`config.mk`:
```
export PLATFORM = sky130hd
export DESIGN_NAME = mem_wb_skid_stage_flat
export DESIGN_NICKNAME = d
export VERILOG_FILES = /design/src/rtl/mem_wb_skid_stage_pkg.sv /design/src/rtl/mem_wb_skid_stage_if.sv /design/src/rtl/mem_wb_skid_stage_sat_counter.sv /design/src/rtl/mem_wb_skid_stage.sv /design/src/flat_wrapper.sv
export SDC_FILE = /design/constraint.sdc
export NUM_CORES = 1
export LEC_CHECK = 0
export BUFFER_PORTS_ARGS = -buffer_cell sky130_fd_sc_hd__buf_2
export CAP_MARGIN = 10
export CORE_MARGIN = 2
export CORE_UTILIZATION = 58
export CTS_CLUSTER_DIAMETER = 30
export DETAILED_ROUTE_END_ITERATION = 10
export PLACE_DENSITY_LB_ADDON = 0.05
export SKIP_LAST_GASP = 1
export SYNTH_ARGS = -nofsm -noshare
export SYNTH_HDL_FRONTEND = slang
export SYNTH_SLANG_ARGS = --single-unit
```
`constraint.sdc`:
```
create_clock -name Clk -period 4.7 [get_ports Clk]
set_input_delay 0.705 -clock Clk [delete_from_list [all_inputs] [get_ports Clk]]
set_output_delay 0.705 -clock Clk [all_outputs]
set_load 0.05 [all_outputs]
```
`src/rtl/mem_wb_skid_stage_pkg.sv`:
```
// Shared definitions for the MEM->WB skid stage:
// occupancy encodings, control bit indices and data field offsets.
package mem_wb_pkg;

  localparam logic [1:0] ST_EMPTY = 2'd0;
  localparam logic [1:0] ST_ONE   = 2'd1;
  localparam logic [1:0] ST_FULL  = 2'd2;

  localparam int CTRL_WADDR_LSB = 0;
  localparam int CTRL_WADDR_MSB = 3;
  localparam int CTRL_REGWRITE  = 4;
  localparam int CTRL_MOVNZ     = 5;
  localparam int CTRL_DONTMOVE  = 6;
  localparam int CTRL_HIORLO    = 7;
  localparam int CTRL_MEMTOREG  = 8;
  localparam int CTRL_HILOTOREG = 9;

  localparam int WORD_W     = 32;
  localparam int DATA_ALU   = 0;
  localparam int DATA_RDATA = 32;
  localparam int DATA_HI    = 64;
  localparam int DATA_LO    = 96;
  localparam int DATA_ZERO  = 128;

endpackage

```
`src/rtl/mem_wb_skid_stage_if.sv`:
```
// Valid/ready bundle between MEM (master side) and the skid stage,
// plus the stage's presentation towards WB.
interface mem_wb_skid_stage_if #(
  parameter int DATA_W = 160,
  parameter int CTRL_W = 10
);
  logic              InValid;
  logic              InReady;
  logic [CTRL_W-1:0] InCtrl;
  logic [DATA_W-1:0] InData;
  logic              Flush;
  logic              OutValid;
  logic              OutReady;
  logic [CTRL_W-1:0] OutCtrl;
  logic [DATA_W-1:0] OutData;

  modport master (
    output InValid, InCtrl, InData, Flush, OutReady,
    input  InReady, OutValid, OutCtrl, OutData
  );

  modport slave (
    input  InValid, InCtrl, InData, Flush, OutReady,
    output InReady, OutValid, OutCtrl, OutData
  );
endinterface

```
`src/rtl/mem_wb_skid_stage_sat_counter.sv`:
```
// Saturating up-counter with synchronous active-high clear.
module sat_counter #(
  parameter int CNT_W = 16
) (
  input  logic             Clk,
  input  logic             Rst,
  input  logic             Inc,
  output logic [CNT_W-1:0] Count
);
  logic [CNT_W-1:0] cnt_q, cnt_d;

  always_comb begin
    cnt_d = cnt_q;
    if (Inc && (cnt_q != '1)) cnt_d = cnt_q + CNT_W'(1);
  end

  always_ff @(posedge Clk) begin
    if (Rst) cnt_q <= '0;
    else     cnt_q <= cnt_d;
  end

  assign Count = cnt_q;
endmodule

```
`src/rtl/mem_wb_skid_stage.sv`:
```
// MEM->WB stage register with a 2-entry skid buffer, flush and
// a saturating stall counter. M drives the outputs, S is younger.
module mem_wb_skid_stage
  import mem_wb_pkg::*;
#(
  parameter int DATA_W = 160,
  parameter int CTRL_W = 10,
  parameter int CNT_W  = 16
) (
  input  logic             Clk,
  input  logic             Rst,
  mem_wb_skid_stage_if.slave bus,
  output logic [CNT_W-1:0] StallCount
);
  logic [1:0]        state_q, state_d;
  logic [CTRL_W-1:0] m_ctrl_q, m_ctrl_d;
  logic [DATA_W-1:0] m_data_q, m_data_d;
  logic [CTRL_W-1:0] s_ctrl_q, s_ctrl_d;
  logic [DATA_W-1:0] s_data_q, s_data_d;
  logic              push, pop;

  // Ready comes from registered state only, never from OutReady
  assign bus.InReady  = (state_q != ST_FULL) & ~Rst;
  assign bus.OutValid = (state_q != ST_EMPTY);
  assign push = bus.InValid & bus.InReady;
  assign pop  = bus.OutValid & bus.OutReady;

  always_comb begin
    state_d  = state_q;
    m_ctrl_d = m_ctrl_q;
    m_data_d = m_data_q;
    s_ctrl_d = s_ctrl_q;
    s_data_d = s_data_q;
    if (bus.Flush) begin
      state_d = ST_EMPTY;
    end else begin
      unique case (state_q)
        ST_EMPTY: begin
          if (push) begin
            state_d  = ST_ONE;
            m_ctrl_d = bus.InCtrl;
            m_data_d = bus.InData;
          end
        end
        ST_ONE: begin
          if (push && pop) begin
            m_ctrl_d = bus.InCtrl;
            m_data_d = bus.InData;
          end else if (push) begin
            state_d  = ST_FULL;
            s_ctrl_d = bus.InCtrl;
            s_data_d = bus.InData;
          end else if (pop) begin
            state_d = ST_EMPTY;
          end
        end
        ST_FULL: begin
          if (pop) begin
            state_d  = ST_ONE;
            m_ctrl_d = s_ctrl_q;
            m_data_d = s_data_q;
          end
        end
        default: state_d = ST_EMPTY;
      endcase
    end
  end

  always_ff @(posedge Clk) begin
    if (Rst) begin
      state_q  <= ST_EMPTY;
      m_ctrl_q <= '0;
      m_data_q <= '0;
      s_ctrl_q <= '0;
      s_data_q <= '0;
    end else begin
      state_q  <= state_d;
      m_ctrl_q <= m_ctrl_d;
      m_data_q <= m_data_d;
      s_ctrl_q <= s_ctrl_d;
      s_data_q <= s_data_d;
    end
  end

  // Bubbles carry no control; data keeps its last value
  assign bus.OutCtrl = bus.OutValid ? m_ctrl_q : '0;
  assign bus.OutData = m_data_q;

  sat_counter #(.CNT_W(CNT_W)) u_stall_cnt (
    .Clk   (Clk),
    .Rst   (Rst),
    .Inc   (bus.OutValid & ~bus.OutReady),
    .Count (StallCount)
  );
endmodule

```
`src/flat_wrapper.sv`:
```
// flat-port wrapper written by rule: the top's interface ports become plain ports
module mem_wb_skid_stage_flat import mem_wb_pkg::*;
#(
  parameter int DATA_W = 160,
  parameter int CTRL_W = 10,
  parameter int CNT_W  = 16
)
  (Clk, Rst, StallCount, bus_InValid, bus_InCtrl, bus_InData, bus_Flush, bus_OutReady, bus_InReady, bus_OutValid, bus_OutCtrl, bus_OutData);
  mem_wb_skid_stage_if #(.DATA_W(DATA_W), .CTRL_W(CTRL_W)) bus_i ();
  input  logic Clk;
  input  logic Rst;
  output logic [CNT_W-1:0] StallCount;
  input wire logic [$bits(bus_i.InValid)-1:0] bus_InValid;
  input wire logic [$bits(bus_i.InCtrl)-1:0] bus_InCtrl;
  input wire logic [$bits(bus_i.InData)-1:0] bus_InData;
  input wire logic [$bits(bus_i.Flush)-1:0] bus_Flush;
  input wire logic [$bits(bus_i.OutReady)-1:0] bus_OutReady;
  output wire logic [$bits(bus_i.InReady)-1:0] bus_InReady;
  output wire logic [$bits(bus_i.OutValid)-1:0] bus_OutValid;
  output wire logic [$bits(bus_i.OutCtrl)-1:0] bus_OutCtrl;
  output wire logic [$bits(bus_i.OutData)-1:0] bus_OutData;
  assign bus_i.InValid = bus_InValid;
  assign bus_i.InCtrl = bus_InCtrl;
  assign bus_i.InData = bus_InData;
  assign bus_i.Flush = bus_Flush;
  assign bus_i.OutReady = bus_OutReady;
  assign bus_InReady = bus_i.InReady;
  assign bus_OutValid = bus_i.OutValid;
  assign bus_OutCtrl = bus_i.OutCtrl;
  assign bus_OutData = bus_i.OutData;
  mem_wb_skid_stage #(.DATA_W(DATA_W), .CTRL_W(CTRL_W), .CNT_W(CNT_W)) u_core (.Clk(Clk), .Rst(Rst), .bus(bus_i), .StallCount(StallCount));
endmodule
```
==> impl_metrics.toml, run 1 <==
[status]
outcome = "completed"

[drt]
met3_length_mm = 3.41
drt_iter0_drc = 1194
routed-wl-met2_mm = 19.1
routedWlPerCell_um = 17.5
vias = 13537
firstDrtPassIters = 6
drt-vias-per-instance = 5.79
drt_wl_total_mm = 41.0
route.layer.met1.wl_mm = 17.2
top_layer = "met5"
ant_nets = 0
drc_errors = 0

[cells_and_area]
post-route-cell-area_um2 = 18900
final_cell_mix = "361 x buf_2, 358 x dfxtp_1, 357 x a21oi_1"
drive_above_1_share = 0.257
fin_nets = 2116
area_growth_pct = 28.0
mostFrequentLayoutCell = "buf_2"

[clock_tree]
cts_root_buffer = "clkbuf_16"
cts_buffer_depth = 3
clk_latency_ns = 0.55
cts_tree = "built"
cts_setup_buffers = 0
clock-sinks = 358
cts_resized = 0
cts_inserted_buffers = 70
htreeDepth = 3
cts_hold_buf = 0
clkSlewWorstSetupHoldPaths_ns = 0.05

[floorplanning]
rows = 58
die-area_um2 = 26800
ios = 363
core_area_um2 = 25100
die_h_um = 164
initial_utilization = 0.588
die_w_um = 164

[pwr]
irDropWorstVdd_mv = 0.309
power_mw = 8.89
p_leak_nw = 8.39
power.density_nw_per_um2 = 470

[setup_path]
reg2reg_from = "u_core.state_q[0]$_SDFFE_PP0P_"
reg2regPathDepth = 4
worstPathMaxFanout = 14
worstPathRequired_ns = 3.99
crit_buf_inv = 1
start_kind = "register"
crit_start = "u_core.state_q[1]$_SDFFE_PP0P_"
max_stage_delay_ns = 0.76
crit_slowest_cell = "nor2_1"
crit_chain = "nor2_1 -> nor2b_1 -> buf_2"
crit_path_end_kind = "output port"
r2r_end = "u_core.bus.OutData[65]$_SDFFE_PP0P_"
critical_path_class = "register to output port"
r2r_slack_ns = 2.14
worstPathArrival_ns = 2.09
cp_top_family = "simple AND/OR/NAND/NOR gates"

[yosys]
synth_cells = 1660
synth_nets = 1836
synth_edf_count = 0
dominantRegCellSynth = "dfxtp_1"
ys_types = 33
synth_seq_area_share = 0.485
synthArstFlopShare = 0
yosys.area.top_type = "dfxtp_1"
netlist.area_leader.share = 0.485
synth.area.top_cells = "dfxtp_1 49%, a21oi_1 12%, mux2i_1 12%, a311oi_1 10%, nand2_1 8.9%"
yosys_register_bits = 358
avgSynthCellArea_um2 = 8.90
syn_area_um2 = 14800
synth-warning-count = 0

[job]
max-cap-violations = 0

[placement]
dpl.hpwl_mm = 24.1
placed_cell_area_um2 = 16500
place_congestion = 0.884
portBuffers = 362

[timing]
hold_viol_final = 0
grt_setup_unrepaired = "false"
finalSetupTns_ns = 0
relSlewSlack = 0.252
final-setup-viol-count = 0
fin_skew_ns = 0.0214
max_clock_freq_ghz = 0.358
maxSlewViolCount = 0
min_period_over_period = 0.594
finalCriticalPeriod_ns = 2.79
worst_pin_slew_ns = 1.12

[global_routing]
grt_max_degree = 179
track_usage = 0.290
first_global_vias = 12346
antenna_found_initial = 17
grt_pass1_wl_mm = 63.3
grt_overflow = 0

[worst_hold_path]
hp-class = "input pin to register"
hp-start = "bus_InData[52]"
min_to = "u_core.s_data_q[52]$_SDFFE_PP0P_"
holdPathStages = 3
-- synthesized netlist by cell type (7+ instances only) --
library cell and count:
dfxtp_1 358, a21oi_1 357, nand2_1 349, mux2i_1 171, a311oi_1 170, clkbuf_1 105, buf_2 57, nor2b_1 12
o31ai_1 9, clkbuf_4 8, nand4_1 8, or3_1 7, or4_1 7
-- through the flow --
| step | hold slack, ns | setup WS [ns] | util | std cells |
|---|---|---|---|---|
| 4_1_cts | 0.387 | 1.88 | 0.751 | 2322 |
| 3_5_place_dp | 0.446 | 1.80 | 0.657 | 2198 |
| 2_1_floorplan | 0.436 | 2.02 | - | 1660 |
| 3_3_place_gp | 0.440 | 1.86 | 0.657 | 2198 |
| 5_1_grt | 0.397 | 1.75 | 0.752 | 2333 |
| 6_report | 0.406 | 1.91 | 0.753 | 2338 |
-- worst reg2reg max path, stage by stage (launching register included) --
cell      delay, ns
dfxtp_1        0.47
nand2b_4       0.95
buf_4          0.55
mux2i_1        0.16
a311oi_1       0.32
-- power by group --
part	total (mW)	switching, mW	leakage, nW	internal [mW]
sequential	3.18	0.0463	2.90	3.13
clock	4.88	1.58	1.17	3.31
combinational	0.828	0.596	4.32	0.232
total	8.89	2.22	8.39	6.67
-- cell type report --
type / count / area [um^2]
Timing Repair Buffer: 383 / 2040
Tap cell: 330 / 413
Fill cell: 1897 / 6210
Clock inverter: 34 / 338
Multi-Input combinational cell: 1124 / 6850
Clock buffer: 90 / 2030
Inverter: 3 / 18.8
Sequential cell: 358 / 7170
Antenna cell: 16 / 40.0
-- state kept, by name, indices dropped and copies added, names as in the netlist --
signal,count
u_core.m_ctrl_q,10
u_core.s_data_q,160
u_core.s_ctrl_q,10
u_core.bus.OutData,160
u_core.u_stall_cnt.Count,16
u_core.state_q,2
-- worst max path at each step --
stage	to	cells past startpoint
finish	bus_OutCtrl[3]	3
detailed placement	u_core.bus.OutData[48]$_SDFFE_PP0P_	6
global route	bus_OutCtrl[3]	3
floorplan	bus_InReady	4
global placement	u_core.s_data_q[111]$_SDFFE_PP0P_	5
CTS	bus_OutCtrl[3]	3
-- kinds of logic after synthesis --
logic type               Yosys count  share of synthesized area
AO/OA/AOI/OAI                    546                      0.231
AND/OR/NAND/NOR                  406                      0.114
flip-flops                       358                      0.485
buffers and inverters            178                     0.0526
multiplexers                     171                      0.116
adder cells (fa/ha/maj)            1                   0.000847
-- per-layer routing --
metal  global-route usage  vias up
met5                    0        -
met4                0.130        4
met3               0.0868       81
met2                0.453      484
met1                0.371     6332
li1                     -     6636
(Power assumes the default switching activity.)
==> inputs of run 2 (changes only) <==
CORE_UTILIZATION = 48   (was 58)
clock period = 2.4 ns   (was 4.7 ns; I/O delays follow)
==> run 2 against run 1 <==
Against the previous run: register-to-register slack got worse by 1.8 ns; first-iteration DRC count is 8.3% lower; sequential cell count unchanged; sequential power increased by 96%; clock power increased by 130%; die area grew 20%; worst hold slack lost 0.37 ns; core utilization decreased by 10 points; setup slack got worse by 1.6 ns; sequential share of layout area fell by 1.6 points; clock skew decreased by 0.0018 ns; combinational power rose by 99%; critical path type unchanged; critical endpoint is now bus_OutCtrl[1]; highest routed layer unchanged.
==> impl_metrics.toml, run 2 (synthesized netlist as in run 1, its figures left out) <==
[status]
outcome = "completed"

[drt]
drc_errors = 0
firstDrtPassIters = 8
drt-vias-per-instance = 5.47
routedWlPerCell_um = 17.1
ant_nets = 0
vias = 13343
drt_iter0_drc = 1095
drt_wl_total_mm = 41.8

[global_routing]
first_global_vias = 12234
grt_overflow = 0
track_usage = 0.246
grt_max_degree = 158
grt_pass1_wl_mm = 63.8
antenna_found_initial = 17

[floorplanning]
core_area_um2 = 30400
initial_utilization = 0.485
rows = 64
ios = 363
die_h_um = 179
die-area_um2 = 32200
die_w_um = 179

[placement]
place_congestion = 0.815
portBuffers = 362
placed_cell_area_um2 = 16800
dpl.hpwl_mm = 25.2

[clock_tree]
cts_setup_buffers = 0
clkSlewWorstSetupHoldPaths_ns = 0.05
cts_buffer_depth = 3
clock-sinks = 358
clk_latency_ns = 0.58
htreeDepth = 3
cts_inserted_buffers = 82
cts_tree = "built"
cts_root_buffer = "clkbuf_16"

[timing]
finalSetupTns_ns = 0
worst_pin_slew_ns = 1.15
fin_skew_ns = 0.0196
maxSlewViolCount = 0
max_clock_freq_ghz = 0.479
min_period_over_period = 0.870
final-setup-viol-count = 0
grt_setup_unrepaired = "false"
hold_viol_final = 0
finalCriticalPeriod_ns = 2.09
relSlewSlack = 0.232

[setup_path]
reg2reg_from = "u_core.state_q[1]$_SDFFE_PP0P_"
worstPathMaxFanout = 14
crit_path_end_kind = "output port"
crit_start = "u_core.state_q[1]$_SDFFE_PP0P_"
worstPathRequired_ns = 2.04
worstPathArrival_ns = 1.73
r2r_slack_ns = 0.32
start_kind = "register"
critical_path_class = "register to output port"

[cells_and_area]
area_growth_pct = 33.7
post-route-cell-area_um2 = 19700
final_cell_mix = "361 x buf_2, 358 x dfxtp_1, 357 x a21oi_1"
drive_above_1_share = 0.269
nFillCells = 2551
mostFrequentLayoutCell = "buf_2"
final_util = 0.649
fin_nets = 2139

[pwr]
p_leak_nw = 8.75
power.density_nw_per_um2 = 974
irDropWorstVdd_mv = 0.636

[worst_hold_path]
hp-start = "bus_InData[143]"
hp-class = "input pin to register"

[job]
max-cap-violations = 0
## run 2: cell types whose count changed in the layout (fill, tap and decap cells not counted), sizes merged
cell and delta:
clkbuf +15, dlygate4sd3 +1, diode -4, clkinvlp +2, bufinv +6, inv +4, clkinv +2, buf +10
## run 2: worst paths after layout
path                                                       endpoint  cells past startpoint
worst min register to register    u_core.s_data_q[116]$_SDFFE_PP0P_                      2
worst max register to register  u_core.bus.OutData[83]$_SDFFE_PP0P_                      5
worst max-delay path                                 bus_OutCtrl[1]                      3
worst min-delay path              u_core.s_data_q[143]$_SDFFE_PP0P_                      3
## run 2: critical path, stage by stage, from the launching register on
cell and delay [ns]:
dfxtp_1 0.41, nor2_4 0.41, nor2b_1 0.11, buf_2 0.23
## run 2: report_power, final
| group | internal, mW | switching [mW] | leakage (nW) |
|---|---|---|---|
| Sequential | 6.14 | 0.0907 | 2.90 |
| Combinational | 0.486 | 1.16 | 4.44 |
| Clock | 7.88 | 3.47 | 1.41 |
## run 2: stage by stage
stage                     power (mW)  cells  hold slack (ns)  setup WS, ns
final                           19.2   2440           0.0324         0.312
after detailed placement        7.98   2274            0.446         0.372
after global placement          7.96   2274            0.440         0.425
after CTS                       19.4   2428           0.0144        0.0726
after global routing            19.9   2434           0.0259         0.193
after floorplan                 7.45   1660            0.436         0.311
## run 2: what timing repair did
item | CTS | global route
hold buffers | 1 | 0
endpoints found under the setup margin | 11 | 9
resized for setup | 1 | 1
endpoints found under the hold margin | 1 | 0
## run 2: routing by layer
layer	vias to the layer above	track usage	share of wire
li1	6700	-	-
met4	16	0.101	0.028
met3	88	0.0762	0.076
met5	-	0	0.0025
met1	6144	0.315	0.43
met2	395	0.385	0.46
## run 2: final cells by class
class | count | area [um^2] | share of cell area
Sequential cell | 358 | 7170 | 0.363
Multi-Input combinational cell | 1124 | 6850 | 0.347
Timing Repair Buffer | 394 | 2310 | 0.117
Clock buffer | 105 | 2280 | 0.115
Clock inverter | 48 | 589 | 0.0298
Tap cell | 396 | 495 | 0.0251
Antenna cell | 12 | 30.0 | 0.00152
Inverter | 3 | 18.8 | 0.000950
==> inputs of run 3 (changes only) <==
REMOVE_ABC_BUFFERS = 1   (was not set)
==> run 3 against run 2 <==
Against the previous run: clock skew rose by 0.0054 ns; critical path type unchanged; sequential power about the same; wire length is 0.82% lower; largest power group unchanged; sequential share of layout area decreased by 0.13 points; register-to-register slack improved by 0.09 ns; power fell by 0.29%; critical path depth is 1 higher; final cell count increased by 0.66%; critical endpoint is now bus_OutCtrl[6].
==> impl_metrics.toml, run 3 (synthesized netlist as in run 1, its figures left out) <==
[floorplanning]
die-area_um2 = 32200
rows = 64
ios = 363
die_h_um = 179
core_area_um2 = 30400
die_w_um = 179
initial_utilization = 0.485

[cells_and_area]
mostFrequentLayoutCell = "buf_2"
seq_area_um2 = 7170
final_cell_mix = "361 x buf_2, 358 x dfxtp_1, 357 x a21oi_1"
fin_nets = 2148
area_growth_pct = 34.2
nFillCells = 2612
multi_input_area_um2 = 6850
drive_above_1_share = 0.271
stdcell_count = 2456

[placement]
portBuffers = 362
dp.cells = 2280
place_ws_ns = 0.388
place_congestion = 0.804
dpl.hpwl_mm = 24.4

[drt]
routedWlPerCell_um = 16.9
drt-vias-per-instance = 5.47
drc_errors = 0
ant_nets = 0
vias = 13438
firstDrtPassIters = 5
drt_iter0_drc = 904
drt_wl_total_mm = 41.4

[job]
max-cap-violations = 0

[global_routing]
grt_max_degree = 179
grt_pass1_wl_mm = 63.7
first_global_vias = 12314
track_usage = 0.243
antenna_found_initial = 16
grt_overflow = 0

[timing]
grt_setup_unrepaired = "false"
hold_viol_final = 0
fin_ws_ns = 0.156
min_period_over_period = 0.935
finalCriticalPeriod_ns = 2.24
relSlewSlack = 0.429
final-setup-viol-count = 0
fin_skew_ns = 0.0250
maxSlewViolCount = 0
max_clock_freq_ghz = 0.446
worst_pin_slew_ns = 0.857

[pwr]
swShare = 0.250
power_mw = 19.2
p_leak_nw = 8.78
pwr-share-comb = 0.086
power.density_nw_per_um2 = 967
intPower_mw = 14.4
pwr-share-clk = 0.589
irDropWorstVdd_mv = 0.722
seqPwrFrac = 0.325
p_sw_mw = 4.79

[setup_path]
crit_buf_inv = 2
crit_start = "u_core.state_q[1]$_SDFFE_PP0P_"
crit_chain = "nor2_1 -> buf_4 -> nor2b_1 -> buf_2"
worstPathArrival_ns = 1.88
crit_path_end_kind = "output port"
start_kind = "register"
crit_slowest_cell = "dfxtp_1"
max_stage_delay_ns = 0.51
worstPathRequired_ns = 2.04
worstPathMaxFanout = 14
reg2reg_from = "u_core.state_q[1]$_SDFFE_PP0P_"
cp_top_family = "flip-flops"
critical_path_class = "register to output port"

[clock_tree]
cts_root_buffer = "clkbuf_16"
cts_inserted_buffers = 86
cts_buffer_depth = 3
cts_tree = "built"
cts_setup_buffers = 0
clkSlewWorstSetupHoldPaths_ns = 0.05
cts_hold_buf = 0
htreeDepth = 3
cts_resized = 0
clock-sinks = 358
clk_latency_ns = 0.57

[worst_hold_path]
hp-start = "bus_InData[37]"
hp-class = "input pin to register"

[status]
outcome = "completed"
-- run 3: changes by cell type in the layout (fill, tap and decap cells not counted), moves of 2 or more --
cell | before | now
buf_4 | 11 | 16
clkbuf_16 | 83 | 88
bufinv_16 | 11 | 7
clkbuf_1 | 10 | 14
clkinv_4 | 2 | 6
clkinvlp_4 | 7 | 11
diode_2 | 12 | 15
clkbuf_8 | 12 | 10
inv_6 | 7 | 5
-- run 3: per-layer routing --
metal  part of all wire  routed length, um  GRT usage
met1               0.43              18000      0.318
met2               0.46              18900      0.364
met3              0.078               3250     0.0759
met4              0.032               1340      0.119
met5            0.00082                 34          0
-- run 3: final timing paths --
path | slack, ns | to | cells past startpoint
max | 0.16 | bus_OutCtrl[6] | 4
min | 0.04 | u_core.s_data_q[37]$_SDFFE_PP0P_ | 3
max reg2reg | 0.41 | u_core.bus.OutData[0]$_SDFFE_PP0P_ | 5
min reg2reg | 0.45 | u_core.s_ctrl_q[2]$_SDFFE_PP0P_ | 2
-- run 3: final cells by class --
| class | count | area share |
|---|---|---|
| inverters | 3 | 0.000947 |
| repair buffers | 399 | 0.119 |
| multi-input cells | 1124 | 0.345 |
| clock buffers | 112 | 0.121 |
| clock inverters | 49 | 0.0253 |
| well taps | 396 | 0.0250 |
| flip-flops and latches | 358 | 0.362 |
| diodes | 15 | 0.00189 |
-- run 3: power by group through the flow --
stage               Combinational, mW  Clock [mW]  Sequential [mW]
floorplan                       0.537           0             6.83
global placement                 1.63           0             6.33
detailed placement               1.65           0             6.33
global route                     1.78        11.8             6.24
finish                           1.65        11.3             6.23
CTS                              1.65        11.5             6.22
-- run 3: worst register-to-register path: cells and delay by family (launching register included) --
| family | cells | cell delay, ns |
|---|---|---|
| and+or+nand+nor | 1 | 0.24 |
| buffers and inverters | 1 | 0.31 |
| DFF | 1 | 0.51 |
| AOI/OAI and AO/OA | 3 | 0.82 |
-- run 3: per-stage QoR --
step | hold slack, ns | TNS, ns | util | cell area (um^2)
after global placement | 0.440 | 0 | 0.555 | 16900
after CTS | 0.00866 | 0 | 0.650 | 19800
after floorplan | 0.429 | -1254.76 | - | 14000
after global routing | 0.0325 | 0 | 0.651 | 19800
after detailed placement | 0.446 | 0 | 0.555 | 16900
final | 0.0360 | 0 | 0.651 | 19800
